==> config.mk <==
export PLATFORM = sky130hd
export DESIGN_NAME = vram_writer
export DESIGN_NICKNAME = d
export VERILOG_FILES = /design/src/rtl/vram_writer.sv
export SDC_FILE = /design/constraint.sdc
export NUM_CORES = 1
export LEC_CHECK = 0
export BUFFER_PORTS_ARGS = -buffer_cell sky130_fd_sc_hd__buf_2
export CAP_MARGIN = 40
export CORE_MARGIN = 5
export CORE_UTILIZATION = 62
export CTS_CLUSTER_DIAMETER = 120
export DETAILED_ROUTE_END_ITERATION = 8
export HOLD_SLACK_MARGIN = 0.1
export PLACE_DENSITY = 0.84
export SLEW_MARGIN = 20
export SYNTH_ARGS = -nofsm -noshare
export SYNTH_HDL_FRONTEND = slang
export SYNTH_SLANG_ARGS = --single-unit
==> constraint.sdc <==
create_clock -name clock -period 6.1 [get_ports clock]
set_input_delay 0.61 -clock clock [delete_from_list [all_inputs] [get_ports clock]]
set_output_delay 0.61 -clock clock [all_outputs]
set_load 0.005 [all_outputs]
==> src/rtl/vram_writer.sv <==
// Buffered CPU write port for the display VRAM: queues {address, data} writes
// in an ordered FIFO and drains them only in cycles the display fetch leaves free.
module vram_writer #(
  parameter int DEPTH = 4,   // power of two, 2..16
  parameter int AW    = 13,
  parameter int DW    = 8
) (
  input  logic                     clock,
  input  logic                     reset,
  input  logic                     cpuWr,
  input  logic [AW-1:0]            cpuA,
  input  logic [DW-1:0]            cpuD,
  output logic                     cpuWait,
  input  logic                     busy,
  output logic                     we,
  output logic [AW-1:0]            a,
  output logic [DW-1:0]            q,
  output logic [$clog2(DEPTH):0]   level
);

  localparam int PW = $clog2(DEPTH);
  localparam int LW = PW + 1;
  localparam logic [LW-1:0] FULL_LEVEL = LW'(DEPTH);

  typedef struct packed {
    logic [AW-1:0] addr;
    logic [DW-1:0] data;
  } entry_t;

  entry_t          r_mem [DEPTH];
  logic [PW-1:0]   r_wr_ptr;
  logic [PW-1:0]   r_rd_ptr;
  logic [LW-1:0]   r_level;
  logic            r_we;
  logic [AW-1:0]   r_a;
  logic [DW-1:0]   r_q;

  logic            w_full;
  logic            w_empty;
  logic            w_pop;
  logic            w_push;
  logic [LW-1:0]   w_level_nxt;
  entry_t          w_head;

  assign w_full  = (r_level == FULL_LEVEL);
  assign w_empty = (r_level == '0);
  assign w_pop   = !w_empty && !busy;
  // A full FIFO still accepts a write when the same edge pops the head.
  assign w_push  = cpuWr && (!w_full || w_pop);
  assign w_head  = r_mem[r_rd_ptr];

  assign cpuWait = cpuWr && w_full && busy;

  // Level is tracked explicitly: equal pointers are ambiguous between empty and full.
  always_comb begin
    w_level_nxt = r_level;
    if (w_push && !w_pop) begin
      w_level_nxt = r_level + LW'(1);
    end else if (!w_push && w_pop) begin
      w_level_nxt = r_level - LW'(1);
    end
  end

  // NOTE: sequential state uses non-blocking assignments so every register
  // samples the pre-edge values, independent of statement order.
  always_ff @(posedge clock or negedge reset) begin
    if (!reset) begin
      r_wr_ptr <= '0;
      r_rd_ptr <= '0;
      r_level  <= '0;
      r_we     <= 1'b0;
      r_a      <= '0;
      r_q      <= '0;
    end else begin
      r_level <= w_level_nxt;
      r_we    <= w_pop;
      if (w_push) begin
        r_wr_ptr <= r_wr_ptr + PW'(1);
      end
      if (w_pop) begin
        r_rd_ptr <= r_rd_ptr + PW'(1);
        r_a      <= w_head.addr;
        r_q      <= w_head.data;
      end
    end
  end

  // NOTE: the storage array has no reset; level and pointers alone decide which
  // entries are valid, so clearing it would only cost flops and reset fan-out.
  always_ff @(posedge clock) begin
    if (w_push) begin
      r_mem[r_wr_ptr] <= '{addr: cpuA, data: cpuD};
    end
  end

  assign we    = r_we;
  assign a     = r_a;
  assign q     = r_q;
  assign level = r_level;

endmodule

==> impl_metrics.yaml, run 1 <==
sta:
  fin_setup_tns_ns: 0
  worst_slew_pin_slew_ns: 0.814
  rsz0062_at_grt: "no"
  period_needed_ns: 2.51
  report.final.slew_viol_count: 0
  fmax_mhz: 398
  setup_viol: 0
  hold_viol_final: 0
  slew_headroom_pct: 45.5
  finalCritPeriodShare_pct: 41.2
  finClkSkew_ns: 0.0116
critical_path:
  cp.required_ns: 6.53
  cpPeakStageDelay_ns: 0.45
  r2r_start: "level[0]$_DFFE_PN0P_"
  critPathKind: "flip-flop to flip-flop"
  crit_family: "simple AND/OR/NAND/NOR gates"
  crit_chain: "nor3_1 > nor2_4 > buf_16 > inv_1 > ha_1 > inv_1 > fa_1 > xor2_1 > nor2_1 > xor2_1"
  end_kind: "flip-flop"
  start_kind: "flip-flop"
  rrSetupSlack_ns: 3.59
  worst-path-buf-inv: 3
  worst_ep_arrival_time_ns: 2.95
  worstPathMaxFanout: 13
  worstReg2RegEnd: "level[2]$_DFFE_PN0P_"
  reg2reg_depth: 10
  slowest_stage: "dfrtp_1"
power_and_ir_drop:
  combPwrFrac_pct: 25.0
  p_int_w: 0.00208
  power_frac_seq_pct: 41.4
  switching_share_pct: 26.6
  ir_worst_vdd_mv: 0.306
  p_switching_w: 0.000757
  p_leak_nw: 2.07
  clkPwrFrac_pct: 33.6
  power_per_cell_area_nw_per_um2: 531
clock_network:
  cts_max_path_buffers: 2
  cts_buffers: 17
  cts-htree-levels: 4
  cts.sinks: 113
  postCtsResizedCells: 0
  cts_tree: "built"
  clock_latency_ns: 0.51
  clkTransAtPathRegs_ns: 0.06
  cts_setup_buffers: 0
  cts_hold_buffers: 0
  cts_root_buf: "clkbuf_8"
cells_and_area:
  areaGrowthSynthToFinish_pct: 22.8
  finalCoreUtilization_pct: 78.3
  postLayoutCellArea_sq_um: 5350
  fill_cells: 349
  layout_common_cells: "edfxtp_1 (84), buf_2 (50), dfrtp_1 (29), mux4_2 (18), mux2_4 (18)"
  final_common_cell: "edfxtp_1"
  multi_input_area_sq_um: 1020
  nets: 293
  antenna_cells: 0
  ff_latch_area_sq_um: 3250
  drive_gt1_share_pct: 47.3
placed_design:
  io_buffers: 50
  place_hpwl_um: 4720
  place_area_sq_um: 4760
  gp_congestion: 0.652
grt:
  grtUsageTotal_pct: 20.0
  first_global_vias: 2220
  antenna_found_initial: 0
  grt_start_max_net_pins: 30
  grt-ovfl-total: 0
  grt_pass1_wl_um: 12200
logic_synthesis:
  synthFlopType: "edfxtp_1"
  ys_ff_latch: 113
  synth_top_family_by_area: "multiplexers"
  synth_area_sq_um: 4350
  ys_types: 23
  yosys.area_share.simple_pct: 1.38
  synth_area_per_cell_sq_um: 22.6
  synthAdderAreaFrac_pct: 1.90
  muxShareOfSynthArea_pct: 18.6
  synth_compound_area_share_pct: 0.144
  synth_xor_area_share_pct: 1.21
  synth_edf_count: 84
  synth_nets: 224
  ys_seq_area_share_pct: 74.6
  async_reset_ff_share_pct: 25.7
  synth-warning-count: 0
  syn-instance-count: 193
die:
  design.core.area_sq_um: 6830
  start_util_pct: 63.7
  io_pins: 51
  die_y_um: 93.8
  rows: 30
  die_w_um: 93.8
  die_area_sq_um: 8800
job:
  maxCapViolCount: 0
routing:
  drt_first_pass_iters: 4
  routedWlPerCell_um: 20.7
  vias: 2081
  vias_per_cell: 5.61
  route.antenna.remaining_nets: 0
  route.detailed.drc: 0
  routed_wirelength_um: 7690
  dr.first_iter.drc_count: 132
outcome:
  status: "completed"
worst_hold_path:
  hold_class: "input port to asynchronous set/reset pin"
per-stage QoR:
stage	hold slack, ns	total power (W)	setup WS (ns)	cells
2_1_floorplan	0.314	0.00167	3.94	193
3_3_place_gp	0.488	0.00182	3.44	333
3_5_place_dp	0.488	0.00190	3.51	339
4_1_cts	0.166	0.00286	3.58	371
5_1_grt	0.207	0.00297	3.45	371
6_report	0.160	0.00284	3.59	371
how the worst max path moves through the flow:
stage | startpoint | endpoint | slack, ns | depth (start not counted)
CTS | level[0]$_DFFE_PN0P_ | level[2]$_DFFE_PN0P_ | 3.58 | 10
floorplan | busy | level[1]$_DFFE_PN0P_ | 3.94 | 7
finish | level[0]$_DFFE_PN0P_ | level[2]$_DFFE_PN0P_ | 3.59 | 10
detailed placement | busy | level[2]$_DFFE_PN0P_ | 3.51 | 8
global placement | busy | level[1]$_DFFE_PN0P_ | 3.44 | 7
global route | level[0]$_DFFE_PN0P_ | level[2]$_DFFE_PN0P_ | 3.45 | 10
routing by layer:
layer / up-vias / wire length [um] / track usage (%)
li1: 913 / - / -
met1: 1087 / 3210 / 25.8
met2: 71 / 3920 / 31.5
met3: 10 / 437 / 7.45
met4: 0 / 116 / 7.22
met5: - / 0 / 0
registers in the layout (all words and copies together), names as in the netlist:
signal    cells
a            13
r_rd_ptr      2
q             8
r_mem        84
we            1
r_wr_ptr      2
level         3
worst reg2reg max path, delay by kind of cell, from the launching register on:
| kind | cells | cell delay [ns] |
|---|---|---|
| xor gates and xnor gates | 2 | 0.32 |
| adders and majority gates | 2 | 0.55 |
| buffers and inverters | 3 | 0.35 |
| DFF | 1 | 0.45 |
| and+or+nand+nor | 3 | 0.78 |
final cells by class:
cell class / count / share of cell area (%)
clock buffers: 17 / 7.75
clock inverters: 15 / 3.14
inverters: 5 / 0.351
multi-input cells: 68 / 19.0
flip-flops and latches: 113 / 60.8
well taps: 96 / 2.25
repair buffers: 57 / 6.74
Yosys cell counts, types with 2 or more instances:
library cell  number  area share, %
edfxtp_1          84             58
dfrtp_1           29             17
mux2_4            18            6.2
mux4_2            18            9.3
ha_1               5            1.4
inv_1              5           0.43
mux2_2             5            1.3
and2_1             4           0.57
xor2_1             4           0.80
mux4_1             3            1.8
nor2_1             3           0.26
buf_12             2           0.92
buf_4              2           0.34
xnor2_1            2           0.40
cell families after synthesis:
family,count (synthesis)
multiplexers,44
adder cells (fa/ha/maj),6
AO/OA/AOI/OAI,1
XOR/XNOR,6
flip-flops,113
buffers and inverters,12
AND/OR/NAND/NOR,11
power groups by stage:
stage / logic (W) / clock network (W) / registers [W]
2_1_floorplan: 0.000522 / 0 / 0.00115
3_3_place_gp: 0.000627 / 0 / 0.00120
3_5_place_dp: 0.000712 / 0 / 0.00119
4_1_cts: 0.000724 / 0.000964 / 0.00118
5_1_grt: 0.000763 / 0.00101 / 0.00120
6_report: 0.000711 / 0.000953 / 0.00118
No activity file was read; power rests on OpenSTA's default activity.
==> run 2, diff against run 1 <==
Settings changed: CORE_UTILIZATION 62 to 52, PLACE_DENSITY 0.84 to 0.75.
Clock period 6.1 ns to 2.3 ns, I/O delays scaled along.
==> impl_metrics.yaml, run 2 (synthesis results as in run 1) <==
outcome:
  status: "completed"
grt:
  grt_start_max_net_pins: 30
  antenna_found_initial: 0
  grtUsageTotal_pct: 16.7
  grt_pass1_wl_um: 12400
  first_global_vias: 2331
  grt-ovfl-total: 0
sta:
  worst_slew_pin_slew_ns: 0.699
  period_needed_ns: 2.24
  slew_headroom_pct: 53.4
  report.final.slew_viol_count: 0
  setup_viol: 0
  rsz0062_at_grt: "no"
  finalCritPeriodShare_pct: 97.4
  finClkSkew_ns: 0.0165
  fin_setup_tns_ns: 0
  hold_viol_final: 0
  fmax_mhz: 446
critical_path:
  worstPathMaxFanout: 5
  rrSetupSlack_ns: 0.06
  slowest_stage: "nor3_1"
  cpPeakStageDelay_ns: 0.49
  worstReg2RegEnd: "level[2]$_DFFE_PN0P_"
  r2r_start: "level[0]$_DFFE_PN0P_"
  cp.required_ns: 2.73
  start_kind: "flip-flop"
  critPathKind: "flip-flop to flip-flop"
  end_kind: "flip-flop"
  worst_ep_arrival_time_ns: 2.67
  reg2reg_depth: 9
  crit_chain: "nor3_1 > nor2_4 > inv_1 > ha_1 > inv_1 > fa_1 > xor2_1 > nor2_1 > xor2_1"
clock_network:
  clkTransAtPathRegs_ns: 0.05
  cts_root_buf: "clkbuf_8"
  clock_latency_ns: 0.51
  cts_buffers: 17
  cts_hold_buffers: 22
  cts-htree-levels: 4
  cts.sinks: 113
  cts_tree: "built"
  cts_max_path_buffers: 2
  cts_setup_buffers: 0
  postCtsResizedCells: 0
cells_and_area:
  antenna_cells: 0
  layout_common_cells: "edfxtp_1 (84), buf_2 (50), dfrtp_1 (29), dlygate4sd3_1 (22)"
  largest_register: "r_mem"
  final_cells: 405
  areaGrowthSynthToFinish_pct: 30.5
  fill_cells: 519
  largest_register_ffs: 84
  nets: 318
  drive_gt1_share_pct: 43.7
  final_common_cell: "edfxtp_1"
routing:
  routed_wirelength_um: 7690
  vias: 2130
  route.antenna.remaining_nets: 0
  drt_first_pass_iters: 4
  routedWlPerCell_um: 19.0
  vias_per_cell: 5.26
  dr.first_iter.drc_count: 145
  route.detailed.drc: 0
placed_design:
  io_buffers: 50
  gp_congestion: 0.690
  place_hpwl_um: 4500
  placed_cells: 351
die:
  die_area_sq_um: 10300
  rows: 33
  design.core.area_sq_um: 8180
  die_y_um: 102
  start_util_pct: 53.3
  die_w_um: 102
  io_pins: 51
worst_hold_path:
  min_to: "r_rd_ptr[1]$_DFFE_PN0P_"
  hold_class: "input port to flip-flop"
  min_path_cells: 3
  min_from: "busy"
power_and_ir_drop:
  clkPwrFrac_pct: 36.4
  p_switching_w: 0.00196
  combPwrFrac_pct: 24.8
  p_leak_nw: 2.21
  ir_worst_vdd_mv: 0.679
  p_int_w: 0.00599
  switching_share_pct: 24.7
  power_frac_seq_pct: 38.8
  power_per_cell_area_nw_per_um2: 1400
job:
  maxCapViolCount: 0
==> run 2: changes by cell type in the layout (fill, tap and decap cells not counted), sizes merged <==
cell         before  now
buf              57   60
bufinv            3    6
clkbuf           17   22
clkinv            8    3
clkinvlp          3    1
dlygate4sd3       0   22
inv               6    5
==> run 2: layout make-up <==
cell class / count / area [sq um] / area share, %
Clock buffer: 22 / 453 / 7.97
Clock inverter: 10 / 206 / 3.63
Inverter: 5 / 18.8 / 0.330
Multi-Input combinational cell: 68 / 1020 / 17.9
Sequential cell: 113 / 3250 / 57.2
Tap cell: 105 / 131 / 2.31
Timing Repair Buffer: 82 / 608 / 10.7
==> run 2: critical path: cells and delay by family (launching register included) <==
| kind | cells | cell delay, ns |
|---|---|---|
| simple gates | 3 | 0.67 |
| fa+ha+maj | 2 | 0.58 |
| flops | 1 | 0.44 |
| xor+xnor | 2 | 0.34 |
| buf+inv | 2 | 0.13 |
==> run 2: worst max-delay path by stage <==
stage,startpoint,end,cells past startpoint
2_1_floorplan,level[0]$_DFFE_PN0P_,level[2]$_DFFE_PN0P_,10
3_3_place_gp,level[0]$_DFFE_PN0P_,level[2]$_DFFE_PN0P_,9
3_5_place_dp,level[0]$_DFFE_PN0P_,level[2]$_DFFE_PN0P_,9
4_1_cts,level[0]$_DFFE_PN0P_,level[2]$_DFFE_PN0P_,9
5_1_grt,level[0]$_DFFE_PN0P_,level[2]$_DFFE_PN0P_,9
6_report,level[0]$_DFFE_PN0P_,level[2]$_DFFE_PN0P_,9
==> run 2: power by group through the flow <==
stage	Combinational [W]	Sequential [W]	Clock, W
6_report	0.00197	0.00309	0.00289
5_1_grt	0.00213	0.00316	0.00304
4_1_cts	0.00201	0.00309	0.00294
3_5_place_dp	0.00195	0.00313	0
3_3_place_gp	0.00190	0.00310	0
2_1_floorplan	0.00138	0.00304	0
==> run 2: layer usage <==
| metal | part of all wire [%] | global-route usage, % | vias up |
|---|---|---|---|
| met5 | 0 | 0 | - |
| met4 | 1.6 | 6.85 | 0 |
| met3 | 4.5 | 5.85 | 10 |
| met2 | 52 | 26.5 | 51 |
| met1 | 42 | 21.2 | 1104 |
| li1 | - | - | 965 |
==> run 2: per-stage QoR <==
step	utilization, %	setup WS [ns]	power [W]	instance area (sq um)	hold WS [ns]
finish	69.5	0.0602	0.00794	5680	0.135
global route	69.5	0.00275	0.00832	5680	0.127
CTS	69.5	0.110	0.00804	5680	0.115
detailed placement	58.8	0.185	0.00508	4800	0.321
global placement	58.8	0.296	0.00500	4800	0.319
floorplan	-	0.157	0.00442	4350	-0.0656
